File: config.mk
export PLATFORM = sky130hd
export DESIGN_NAME = dram_arbiter_flat
export DESIGN_NICKNAME = d
export VERILOG_FILES = /design/src/rtl/dram_arbiter_if.sv /design/src/rtl/dram_arbiter.sv /design/src/flat_wrapper.sv
export SDC_FILE = /design/constraint.sdc
export NUM_CORES = 1
export LEC_CHECK = 0
export BUFFER_PORTS_ARGS = -buffer_cell sky130_fd_sc_hd__buf_2
export CORE_ASPECT_RATIO = 1.1
export CORE_MARGIN = 1.5
export CORE_UTILIZATION = 46
export CTS_CLUSTER_DIAMETER = 150
export DETAILED_ROUTE_END_ITERATION = 6
export GPL_TIMING_DRIVEN = 1
export MAX_ROUTING_LAYER = met4
export PLACE_DENSITY = 0.85
export REMOVE_ABC_BUFFERS = 1
export SLEW_MARGIN = 20
export SYNTH_ARGS = -nofsm -noshare
export SYNTH_HDL_FRONTEND = slang
export SYNTH_SLANG_ARGS = --single-unit
File: constraint.sdc
create_clock -name CLK -period 3.65 [get_ports CLK]
set_input_delay 0.365 -clock CLK [delete_from_list [all_inputs] [get_ports CLK]]
set_output_delay 0.365 -clock CLK [all_outputs]
set_load 0.02 [all_outputs]
File: src/rtl/dram_arbiter_if.sv
// dram_arbiter_if: per-core request/response bundle plus the shared DRAM port
interface dram_arbiter_if #(
    parameter int NCORES = 4,
    parameter int AW     = 8,
    parameter int DW     = 8
);
    logic [NCORES-1:0]    core_req;
    logic [NCORES-1:0]    core_wen;
    logic [NCORES*AW-1:0] core_addr;
    logic [NCORES*DW-1:0] core_wdata;
    logic [NCORES-1:0]    core_done;
    logic [DW-1:0]        core_rdata;
    logic [AW-1:0]        mem_addr;
    logic [DW-1:0]        mem_dout;
    logic                 mem_wren;
    logic [DW-1:0]        mem_din;

    modport slave (
        input  core_req, core_wen, core_addr, core_wdata, mem_din,
        output core_done, core_rdata, mem_addr, mem_dout, mem_wren
    );

    modport master (
        output core_req, core_wen, core_addr, core_wdata, mem_din,
        input  core_done, core_rdata, mem_addr, mem_dout, mem_wren
    );
endinterface

File: src/rtl/dram_arbiter.sv
// dram_arbiter: round-robin arbiter granting one core at a time onto the shared DRAM, one access per 3 cycles
module dram_arbiter #(
    parameter int NCORES = 4,
    parameter int AW     = 8,
    parameter int DW     = 8
) (
    input logic           CLK,
    input logic           rst,
    dram_arbiter_if.slave bus
);
    localparam int IW = $clog2(NCORES);

    typedef enum logic [1:0] {IDLE, ISSUE, WAIT} state_t;

    state_t            state_q, state_d;
    logic [IW-1:0]     last_q, last_d, idx_q, idx_d, win;
    logic              wen_q, wen_d, wren_q, wren_d, found;
    logic [AW-1:0]     addr_q, addr_d;
    logic [DW-1:0]     dout_q, dout_d, rdata_q, rdata_d;
    logic [NCORES-1:0] done_q, done_d, elig;

    assign bus.core_done  = done_q;
    assign bus.core_rdata = rdata_q;
    assign bus.mem_addr   = addr_q;
    assign bus.mem_dout   = dout_q;
    assign bus.mem_wren   = wren_q;

    // Pick the first eligible core after the last winner; the core being acknowledged is masked out
    always_comb begin
        elig  = bus.core_req & ~done_q;
        found = 1'b0;
        win   = '0;
        for (int k = NCORES; k >= 1; k--) begin
            if (elig[IW'((int'(last_q) + k) % NCORES)]) begin
                found = 1'b1;
                win   = IW'((int'(last_q) + k) % NCORES);
            end
        end
    end

    // Next-state and registered-output logic: latch winner in IDLE, drive DRAM in ISSUE, complete in WAIT
    always_comb begin
        state_d = state_q;
        last_d  = last_q;
        idx_d   = idx_q;
        wen_d   = wen_q;
        addr_d  = addr_q;
        dout_d  = dout_q;
        rdata_d = rdata_q;
        wren_d  = 1'b0;
        done_d  = '0;
        case (state_q)
            IDLE: if (found) begin
                idx_d   = win;
                last_d  = win;
                wen_d   = bus.core_wen[win];
                wren_d  = bus.core_wen[win];
                addr_d  = bus.core_addr[int'(win)*AW +: AW];
                dout_d  = bus.core_wdata[int'(win)*DW +: DW];
                state_d = ISSUE;
            end
            ISSUE: state_d = WAIT;
            WAIT: begin
                done_d[idx_q] = 1'b1;
                rdata_d       = wen_q ? rdata_q : bus.mem_din;
                state_d       = IDLE;
            end
            default: state_d = IDLE;
        endcase
    end

    // State and output registers; reset restarts priority at core 0
    always_ff @(posedge CLK) begin
        if (rst) begin
            state_q <= IDLE;
            last_q  <= IW'(NCORES - 1);
            idx_q   <= '0;
            wen_q   <= 1'b0;
            wren_q  <= 1'b0;
            addr_q  <= '0;
            dout_q  <= '0;
            rdata_q <= '0;
            done_q  <= '0;
        end else begin
            state_q <= state_d;
            last_q  <= last_d;
            idx_q   <= idx_d;
            wen_q   <= wen_d;
            wren_q  <= wren_d;
            addr_q  <= addr_d;
            dout_q  <= dout_d;
            rdata_q <= rdata_d;
            done_q  <= done_d;
        end
    end
endmodule

File: src/flat_wrapper.sv
// flat-port wrapper written by rule: the top's interface ports become plain ports
module dram_arbiter_flat 
#(
    parameter int NCORES = 4,
    parameter int AW     = 8,
    parameter int DW     = 8
)
  (CLK, rst, bus_core_req, bus_core_wen, bus_core_addr, bus_core_wdata, bus_mem_din, bus_core_done, bus_core_rdata, bus_mem_addr, bus_mem_dout, bus_mem_wren);
  dram_arbiter_if #(.NCORES(NCORES), .AW(AW), .DW(DW)) bus_i ();
  input logic CLK;
  input logic rst;
  input wire logic [$bits(bus_i.core_req)-1:0] bus_core_req;
  input wire logic [$bits(bus_i.core_wen)-1:0] bus_core_wen;
  input wire logic [$bits(bus_i.core_addr)-1:0] bus_core_addr;
  input wire logic [$bits(bus_i.core_wdata)-1:0] bus_core_wdata;
  input wire logic [$bits(bus_i.mem_din)-1:0] bus_mem_din;
  output wire logic [$bits(bus_i.core_done)-1:0] bus_core_done;
  output wire logic [$bits(bus_i.core_rdata)-1:0] bus_core_rdata;
  output wire logic [$bits(bus_i.mem_addr)-1:0] bus_mem_addr;
  output wire logic [$bits(bus_i.mem_dout)-1:0] bus_mem_dout;
  output wire logic [$bits(bus_i.mem_wren)-1:0] bus_mem_wren;
  assign bus_i.core_req = bus_core_req;
  assign bus_i.core_wen = bus_core_wen;
  assign bus_i.core_addr = bus_core_addr;
  assign bus_i.core_wdata = bus_core_wdata;
  assign bus_i.mem_din = bus_mem_din;
  assign bus_core_done = bus_i.core_done;
  assign bus_core_rdata = bus_i.core_rdata;
  assign bus_mem_addr = bus_i.mem_addr;
  assign bus_mem_dout = bus_i.mem_dout;
  assign bus_mem_wren = bus_i.mem_wren;
  dram_arbiter #(.NCORES(NCORES), .AW(AW), .DW(DW)) u_core (.CLK(CLK), .rst(rst), .bus(bus_i));
endmodule
==> results of run 1 <==
-- state kept, by name, indices dropped and copies added, names as in the netlist --
signal	cells
u_core.bus.core_done	4
u_core.bus.core_rdata	8
u_core.bus.mem_addr	8
u_core.bus.mem_dout	8
u_core.bus.mem_wren	1
u_core.idx_q	2
u_core.last_q	2
u_core.state_q	2
u_core.wen_q	1
-- cell usage in the layout (no fill, tap or decap), drive strengths merged, types with 2 or more instances in the layout --
cell and n:
a211oi 2, a21oi 11, buf 112, clkbuf 6
dfxtp 36, inv 3, mux2i 32, nand2 31
nand2b 3, nor2 6, nor2b 3, nor4b 2
o21ai 11, o221ai 19
-- area by class of cell --
| class | instances | area [µm²] |
|---|---|---|
| timing repair buffer | 112 | 566 |
| sequential | 36 | 721 |
| multi-input combinational | 135 | 976 |
| clock inverter | 1 | 5.00 |
| inverter | 3 | 11.3 |
| clock buffer | 6 | 72.6 |
| fill | 329 | 1240 |
| tap | 50 | 62.6 |
-- cells by family (layout without fill, tap and decap cells) --
group | Yosys count | after routing | synth area share [%]
flip-flops | 36 | 36 | 40.8
buffers and inverters | 13 | 122 | 4.25
AO/OA/AOI/OAI | 49 | 49 | 20.1
multiplexers | 33 | 33 | 18.8
AND/OR/NAND/NOR | 53 | 53 | 16.1
-- per-layer routing --
| metal | global-route usage (%) | routed length (µm) | up-vias |
|---|---|---|---|
| met5 | - | 0 | - |
| met4 | 10.6 | 60 | 0 |
| met3 | 5.26 | 281 | 6 |
| met2 | 38.0 | 2280 | 78 |
| met1 | 22.2 | 1840 | 823 |
| li1 | - | - | 900 |
-- final timing paths --
kind / endpoint / cells after the start
min reg2reg: u_core.bus.mem_dout[2] / 2
min: u_core.bus.core_rdata[0] / 3
max reg2reg: u_core.bus.mem_addr[7] / 6
max: u_core.bus.mem_addr[7] / 6
-- worst max-delay path, delay by kind of cell (launching register included) --
family                 cells  cell delay (ps)
multiplexers               1              220
flip-flops                 1              410
AND/OR/NAND/NOR            1              180
AO/OA/AOI/OAI              3              910
buffers and inverters      1              340
-- per-stage QoR --
step / std cells / power, µW / setup slack, ps / utilization (%)
finish: 343 / 1100 / 1450 / 66.0
global placement: 336 / 837 / 1410 / 63.9
CTS: 343 / 1100 / 1420 / 66.0
floorplan: 174 / 714 / 1370 / -
detailed placement: 336 / 844 / 1350 / 63.9
global route: 343 / 1150 / 1260 / 66.0
-- report_power, final --
part           internal [µW]  total, µW  leakage, µW  switching [µW]
combinational            159        356     0.000881             197
sequential               445        480     0.000296            35.2
clock                    130        264    0.0000410             134
==> results.ini, run 1 <==
[status]
outcome=finished, final reports clean

[setup_path]
cp-end-kind=flip-flop
crit_top_cell=o221ai_1
slowest_delay_ps=610
cp-start-kind=flip-flop
crit_arrival_ps=2340
cpMaxStageDelayCell=a21oi_4
cp-startpoint=u_core.bus.core_done[1]
rr_startpoint=u_core.bus.core_done[1]
crit_chain=nand2b_1 > o221ai_1 > a21oi_4 > buf_4 > mux2i_1 > o221ai_1
critPathKind=flip-flop to flip-flop
crit_fanout=17
reg2reg_slack_ps=1450
cp.required_ps=3790

[floorplanning]
start_util_pct=48.4
dieArea_um2=4220
fp.dieW_um=62.1
rows=23
io_pins=111
core_um2=3650
die_h_um=68.0

[cts]
root_buffer=clkbuf_8
cts_resized=0
htreeDepth=2
clockBufferDepth=2
cts_tree=done
cts_made_buffers=5
postCtsSetupRepairBufs=0
clock_sinks=36
cts_hold_buf=0
clkTransAtPathRegs_ps=70
clkLatencyLatePin_ps=280

[timing]
layout_min_cycle_time_ps=2200
max-slew-margin-rel_pct=38.3
finalCritPeriodShare_pct=60.3
drv_slew=0
rsz0062_at_grt=no
skew_ps=1.46
worst_slew_pin_slew_ps=926
hold_violations=0
finalSetupViolations=0
timing.fmax_mhz=454
fin_worst_hold_slack_ps=318
setup_tns_ps=0

[placed_design]
placed_cell_area_um2=2340
portBuffers=110
dp_hpwl_mm=3.36
place_congestion=0.837

[synthesis]
synth_most_common_cell=dfxtp_1
synth_top_cell_area_share_pct=40.8
netlist_top_cells_count=dfxtp_1 (36), mux2i_1 (32), nand2_1 (30), o221ai_1 (19)
synthArstFlopShare_pct=0
ys_seq_area_share_pct=40.8
synth_edf_count=0
syn_avg_cell_area_um2=9.61
synth_area_um2=1770
post-synth-top-area-cell=dfxtp_1
synth_flop_cell=dfxtp_1
synth-seq-cells=36
synth_warnings=0
synthTopCellsByArea=dfxtp_1 (41%), mux2i_1 (18%), o221ai_1 (9.4%), nand2_1 (6.4%), a21oi_1 (2.8%)
ys_types=36
syn_inst=184

[job]
cap_violations=0

[global_routing]
grt_max_degree=22
grt_first_pass_wirelength_mm=6.86
grt_pass1_vias=1611
grt_antenna_before_repair=0
grt_use_total_pct=21.2
overflow=0

[hold_path]
hold_start=bus_mem_din[0]
hp-class=input pin to flip-flop

[route]
vias_per_cell=5.27
drt_iter0_markers=84
drc=0
wire_per_inst_um=13.0
vias=1807
routed_wl_mm=4.46
drtPass1Iterations=4
ant_nets=0

[layout]
fin_nets=375
area_growth_pct=36.5
fin_area_um2=2410
drive_gt1_share_pct=44.0
antenna_cells=0

[pwr]
power.density_nw_per_um2=456
vdd_drop_max_mv=0.282
power.static_leakage_uw=0.00122

No activity file was read; power rests on OpenSTA's default activity.
==> run 2: changes to the inputs <==
ABC_AREA = 1   (was unset)
CORE_UTILIZATION = 40   (was 46)
PLACE_DENSITY = 0.76   (was 0.85)
clock period = 1.8 ns   (was 3.65 ns; I/O delays follow)
==> run 2 against run 1 <==
  * Sequential share of layout area decreased by 5.5 points
  * Largest power group is now combinational cells
  * Maximum frequency grew 27%
  * Hold slack worse by 220 ps
  * Area after synthesis increased by 13%
  * Final cell count rose by 42%
  * Critical endpoint is now u_core.wen_q
  * Combinational power grew to 12 times the previous value
  * Sequential cell count stayed put
  * Clock power rose to 2.7 times the previous value
  * Sequential power up 150%
  * Cell area up 23%
==> results.ini, run 2 <==
[status]
outcome=finished, final reports clean

[pwr]
power.static_leakage_uw=0.00159  ; +31%
power_frac_seq_pct=18.9  ; -25 points
power.density_nw_per_um2=2110  ; +360%
vdd_drop_max_mv=1.20  ; +330%
p_int_uw=3070  ; +320%
sw_frac_of_total_pct=51.1  ; +18 points
clockPowerShare_pct=11.4  ; -13 points
combPwrFrac_pct=69.7  ; +37 points
switching_power_uw=3210  ; +780%

[setup_path]
crit_fanout=7  ; -10
reg2regPathDepth=15  ; +9
cp.buffers_inverters=3  ; +2
slowest_delay_ps=400  ; -210 ps
crit_arrival_ps=1930  ; -410 ps
reg2reg_slack_ps=70  ; -1380 ps
crit_family=simple AND/OR/NAND/NOR gates
cp-startpoint=u_core.last_q[0]
critPathKind=flip-flop to flip-flop
r2r-end=u_core.wen_q
cp.required_ps=1990  ; -1800 ps
cpMaxStageDelayCell=dfxtp_4
rr_startpoint=u_core.last_q[0]
cp-end-kind=flip-flop
crit_chain=inv_6 > nand3_2 > nand2_2 > nand2_2 > nand2_2 > inv_2 > nand2_4 > nand2_4 > nand2_8 > buf_6 > nand3_2 > nand3_2 > nand2_1 > nand2_1 > nand2_1
cp-start-kind=flip-flop
worst-path-stages=15  ; +9
crit_end=u_core.wen_q

[cts]
root_buffer=clkbuf_8
cts_tree=done
clock_sinks=36  ; unchanged
clkLatencyLatePin_ps=290  ; about the same
clkTransAtPathRegs_ps=80  ; about the same
clockBufferDepth=2  ; unchanged
cts_made_buffers=5  ; unchanged
htreeDepth=2  ; unchanged

[synthesis]
synth_area_um2=2000  ; +13%
synth_flop_cell=dfxtp_1
synth-adder-area-share_pct=0  ; unchanged
synth_most_common_cell=nand2_1
syn_inst=306  ; +66%
synth_edf_count=0  ; unchanged
post-synth-top-area-cell=dfxtp_1
ys_types=25  ; -31%
netlist_top_cells_count=nand2_1 (101), nand3_1 (78), dfxtp_1 (36), inv_1 (31), a21oi_1 (9)
ys_seq_area_share_pct=36.1  ; -4.7 points
synth.area.mux_share_pct=0  ; -19 points
synth_warnings=0  ; unchanged
synth-simple-area-share_pct=46.4  ; +30 points
synth_top_family_by_area=simple AND/OR/NAND/NOR gates
synthTopCellsByArea=dfxtp_1 (36%), nand3_1 (20%), nand2_1 (19%), inv_1 (5.8%), a21oi_1 (2.3%)
synth-xor-area-share_pct=0.815  ; +0.82 points
synth_compound_area_share_pct=5.20  ; -15 points
syn_avg_cell_area_um2=6.52  ; -32%
synth-seq-cells=36  ; unchanged
synth_top_cell_area_share_pct=36.1  ; -4.7 points
synthArstFlopShare_pct=0  ; unchanged

[timing]
finalSetupViolations=0  ; unchanged
setup_ws_ps=65.1  ; -1380 ps
max-slew-margin-rel_pct=66.4  ; +28 points
drv_slew=0  ; unchanged
hold_violations=0  ; unchanged
layout_min_cycle_time_ps=1730  ; -467 ps
skew_ps=8.22  ; +6.76 ps
finalCritPeriodShare_pct=96.4  ; +36 points
timing.fmax_mhz=576  ; +27%
worst_slew_pin_slew_ps=503  ; -423 ps

[floorplanning]
io_pins=111  ; unchanged
fp.dieW_um=70.3  ; +13%
rows=26  ; +13%
core_um2=4720  ; +29%
die_h_um=77.1  ; +13%
start_util_pct=42.3  ; -6.1 points
dieArea_um2=5420  ; +28%

[route]
wire_per_inst_um=13.8  ; +6.3%
drtPass1Iterations=5  ; +1
vias=2492  ; +38%
drc=0  ; unchanged
routed_wl_mm=6.74  ; +51%
ant_nets=0  ; unchanged
drt_iter0_markers=154  ; +83%
vias_per_cell=5.11  ; -3.1%

[placed_design]
place_congestion=0.817  ; -2.3%
dp_hpwl_mm=4.30  ; +28%
portBuffers=110  ; unchanged
place_ws_ps=-142  ; -1490 ps

[layout]
fin_nets=513  ; +37%
final_core_util_pct=63.2  ; -2.9 points
antenna_cells=0  ; unchanged
layout_commonest_cell=buf_2
fillerInstances=420  ; +28%
area_growth_pct=49.3
final_cell_mix=buf_2 (110), nand2_1 (90), nand3_1 (72)
drive_gt1_share_pct=41.0  ; -3.1 points

[global_routing]
grt_use_total_pct=22.2  ; +1.1 points
grt_antenna_before_repair=0  ; unchanged
overflow=0  ; unchanged
grt_first_pass_wirelength_mm=9.54  ; +39%
grt_pass1_vias=2197  ; +36%
grt_max_degree=34  ; +55%

[hold_path]
hp-class=input pin to flip-flop
hold_depth=2  ; -1

[job]
cap_violations=0  ; unchanged

run 2: cell count changes in the layout (fill, tap and decap cells not counted), sizes merged, moves of 4 or more:
cell / previous run / this run
nand3: 0 / 81
buf: 112 / 127
mux2i: 32 / 0
inv: 3 / 35
nor3: 1 / 5
o221ai: 19 / 0
nand2: 31 / 111
run 2: cells by family (layout without fill, tap and decap cells):
kind of cell              count (synthesis)  in the layout
and+or+nand+nor                         201            204
buffers and inverters                    48            171
DFF                                      36             36
AOI/OAI and AO/OA                        20             20
xor gates and xnor gates                  1              1
run 2: how the worst min path moves through the flow:
stage	start	to	slack, ps
final	rst	u_core.state_q[1]	100
after detailed placement	rst	u_core.state_q[1]	400
after global placement	rst	u_core.state_q[1]	390
after global routing	rst	u_core.state_q[1]	90
after CTS	rst	u_core.state_q[1]	90
after floorplan	rst	u_core.state_q[1]	260
run 2: repair_timing:
item / in CTS / in global routing
buffers inserted: 0 / 9
endpoints found under the setup margin: 18 / 18
hold buffers: 0 / 0
gates cloned: 0 / 3
resized for setup: 2 / 40
pin swaps: 0 / 14
run 2: power by group through the flow:
stage                     Sequential, µW  Combinational [µW]  Clock [µW]
after global routing                1210                4780         768
final                               1190                4380         718
after global placement              1160                3260           0
after floorplan                     1350                2150           0
after detailed placement            1170                3320           0
after CTS                           1150                3380         731
run 2: final cells by class:
cell class	instances	area, µm²	area share (%)
clock buffers	5	68.8	2.31
clock inverters	3	42.5	1.43
inverters	36	143	4.79
multi-input cells	225	1220	40.8
flip-flops and latches	36	726	24.3
well taps	56	70.1	2.35
repair buffers	127	714	24.0
run 2: per-layer routing:
layer  up-vias  track usage, %  wire length [µm]
met2       153            37.2              3270
met3        17            6.04               676
met1      1082            25.4              2660
met4         0            7.69               136
met5         -               -                 0
li1       1240               -                 -
run 2: stage by stage:
step	hold WS (ps)	std cells	TNS, ps	instance area (µm²)	total power (µW)
final	98.3	488	0	2980	6290
after global routing	89.5	488	-698	2980	6760
after CTS	89.0	476	0	2720	5270
after detailed placement	398	468	-1960	2600	4480
after global placement	392	468	-560	2600	4430
after floorplan	257	294	-95.9	1900	3500
==> run 3: changes to the inputs <==
==> constraint.sdc (replaced) <==
create_clock -name CLK -period 1.8 [get_ports CLK]
set_input_delay 0.09 -clock CLK [delete_from_list [all_inputs] [get_ports CLK]]
set_output_delay 0.09 -clock CLK [all_outputs]
set_load 0.02 [all_outputs]
==> run 3 against run 2 <==
  * Worst setup slack gained 11 ps
  * Non-clock buffer count rose by 1
  * Critical path depth fell by 3
  * Sequential share of layout area decreased by 0.082 points
  * Sequential power is essentially flat
  * Critical endpoint is now u_core.bus.mem_dout[6]
  * Largest cell class unchanged
  * Highest routed layer unchanged
==> results.ini, run 3 (synthesis results as in run 2) <==
[placed_design]
place_congestion=0.817  ; unchanged
dp_hpwl_mm=4.30  ; unchanged
placed_cell_area_um2=2600  ; unchanged
portBuffers=110  ; unchanged

[hold_path]
hp-class=input pin to flip-flop

[setup_path]
cp-end-kind=flip-flop
crit_chain=inv_6 > nand3_2 > nand2_2 > nor2_2 > nor2_4 > inv_2 > nand3_4 > buf_4 > nand2_8 > nand2_1 > nand3_1 > nand3_1
crit_arrival_ps=1910  ; -20 ps
crit_fanout=16  ; +9
slowest_delay_ps=440  ; +40 ps
cp.required_ps=1990  ; about the same
critPathKind=flip-flop to flip-flop
cpMaxStageDelayCell=dfxtp_4
cp-start-kind=flip-flop
crit_top_cell=nand3_1

[layout]
fin_nets=514  ; +0.19%
final_cell_mix=buf_2 (110), nand2_1 (90), nand3_1 (72)
fin_area_um2=2990  ; +0.34%
final_core_util_pct=63.4  ; +0.21 points
antenna_cells=0  ; unchanged
drive_gt1_share_pct=40.9  ; -0.095 points
area_growth_pct=49.8
fillerInstances=417  ; -0.71%
layout_commonest_cell=buf_2

[pwr]
vdd_drop_max_mv=1.21  ; +0.63%
power.static_leakage_uw=0.00160  ; +0.26%
power.density_nw_per_um2=2100  ; -0.53%
power_uw=6270  ; -0.19%

[route]
drc=0  ; unchanged
drt_iter0_markers=142  ; -7.8%
vias_per_cell=5.11  ; about the same
vias=2499  ; +0.28%
drtPass1Iterations=5  ; unchanged
routed_wl_mm=6.65  ; -1.3%
wire_per_inst_um=13.6  ; -1.5%
ant_nets=0  ; unchanged

[global_routing]
grt_antenna_before_repair=0  ; unchanged
overflow=0  ; unchanged
grt_max_degree=34  ; unchanged
grt_use_total_pct=22.3  ; +0.056 points
grt_first_pass_wirelength_mm=9.57  ; +0.37%
grt_pass1_vias=2190  ; -0.32%

[timing]
max-slew-margin-rel_pct=66.4  ; about the same
layout_min_cycle_time_ps=1720  ; -11.0 ps
finalCritPeriodShare_pct=95.8  ; -0.61 points
drv_slew=0  ; unchanged
finalSetupViolations=0  ; unchanged
timing.fmax_mhz=580  ; +0.64%
skew_ps=8.57  ; +0.343 ps
hold_violations=0  ; unchanged
worst_slew_pin_slew_ps=503  ; +0.498 ps

[floorplanning]
core_um2=4720  ; unchanged
die_h_um=77.1  ; unchanged
dieArea_um2=5420  ; unchanged
rows=26  ; unchanged
start_util_pct=42.3  ; unchanged
fp.dieW_um=70.3  ; unchanged
io_pins=111  ; unchanged

[job]
cap_violations=0  ; unchanged

[status]
outcome=finished, final reports clean

[cts]
cts_made_buffers=5  ; unchanged
clock_sinks=36  ; unchanged
root_buffer=clkbuf_8
clkTransAtPathRegs_ps=80  ; about the same
clockBufferDepth=2  ; unchanged
cts_tree=done
htreeDepth=2  ; unchanged
clkLatencyLatePin_ps=290  ; about the same

[run 3: final timing paths]
check                           startpoint                       end  slack [ps]  cells after the start
hold / removal              bus_mem_din[0]  u_core.bus.core_rdata[0]          90                      3
setup / recovery          u_core.last_q[0]    u_core.bus.mem_dout[6]          80                     12
setup reg to reg          u_core.last_q[0]    u_core.bus.mem_dout[6]          80                     12
hold reg to reg   u_core.bus.core_rdata[0]  u_core.bus.core_rdata[0]         440                      2
[run 3: area by class of cell]
type                            instances  area (µm²)  share of cell area [%]
Timing Repair Buffer                  128         724                    24.2
Sequential cell                        36         726                    24.3
Inverter                               36         143                    4.77
Clock buffer                            5        68.8                    2.30
Clock inverter                          3        42.5                    1.42
Multi-Input combinational cell        225        1220                    40.7
Tap cell                               56        70.1                    2.34
[run 3: repair_timing]
action                     CTS  global route
pin swaps                    0            14
resized for setup            2            40
setup endpoints to repair   18            18
hold buffers                 1             0
hold endpoints to repair     1             0
buffers inserted             0             9
cloned                       0             3
[run 3: where the power goes]
part	switching, µW	total [µW]	internal [µW]
clock network	310	720	410
registers	156	1190	1030
logic	2730	4370	1630
total	3200	6270	3070
[run 3: worst max-delay path: cells and delay by family (launching register included)]
kind / cells / cell delay (ps)
buffers and inverters: 3 / 310
flip-flops: 1 / 440
AND/OR/NAND/NOR: 9 / 880
[run 3: through the flow]
step	setup slack, ps	setup TNS, ps	std cells	hold slack (ps)
6_report	76.1	0	489	85.4
2_1_floorplan	-64.9	-95.9	294	167
3_5_place_dp	-142	-1960	468	308
5_1_grt	-60.1	-543	489	92.7
4_1_cts	13.6	0	477	78.1
3_3_place_gp	-53.1	-560	468	302
[run 3: layer usage]
metal	share of wire, %	vias to the layer above	track usage (%)
met4	2.1	0	7.69
li1	-	1245	-
met2	49	146	37.0
met5	0	-	-
met3	9.9	18	6.18
met1	39	1090	25.7
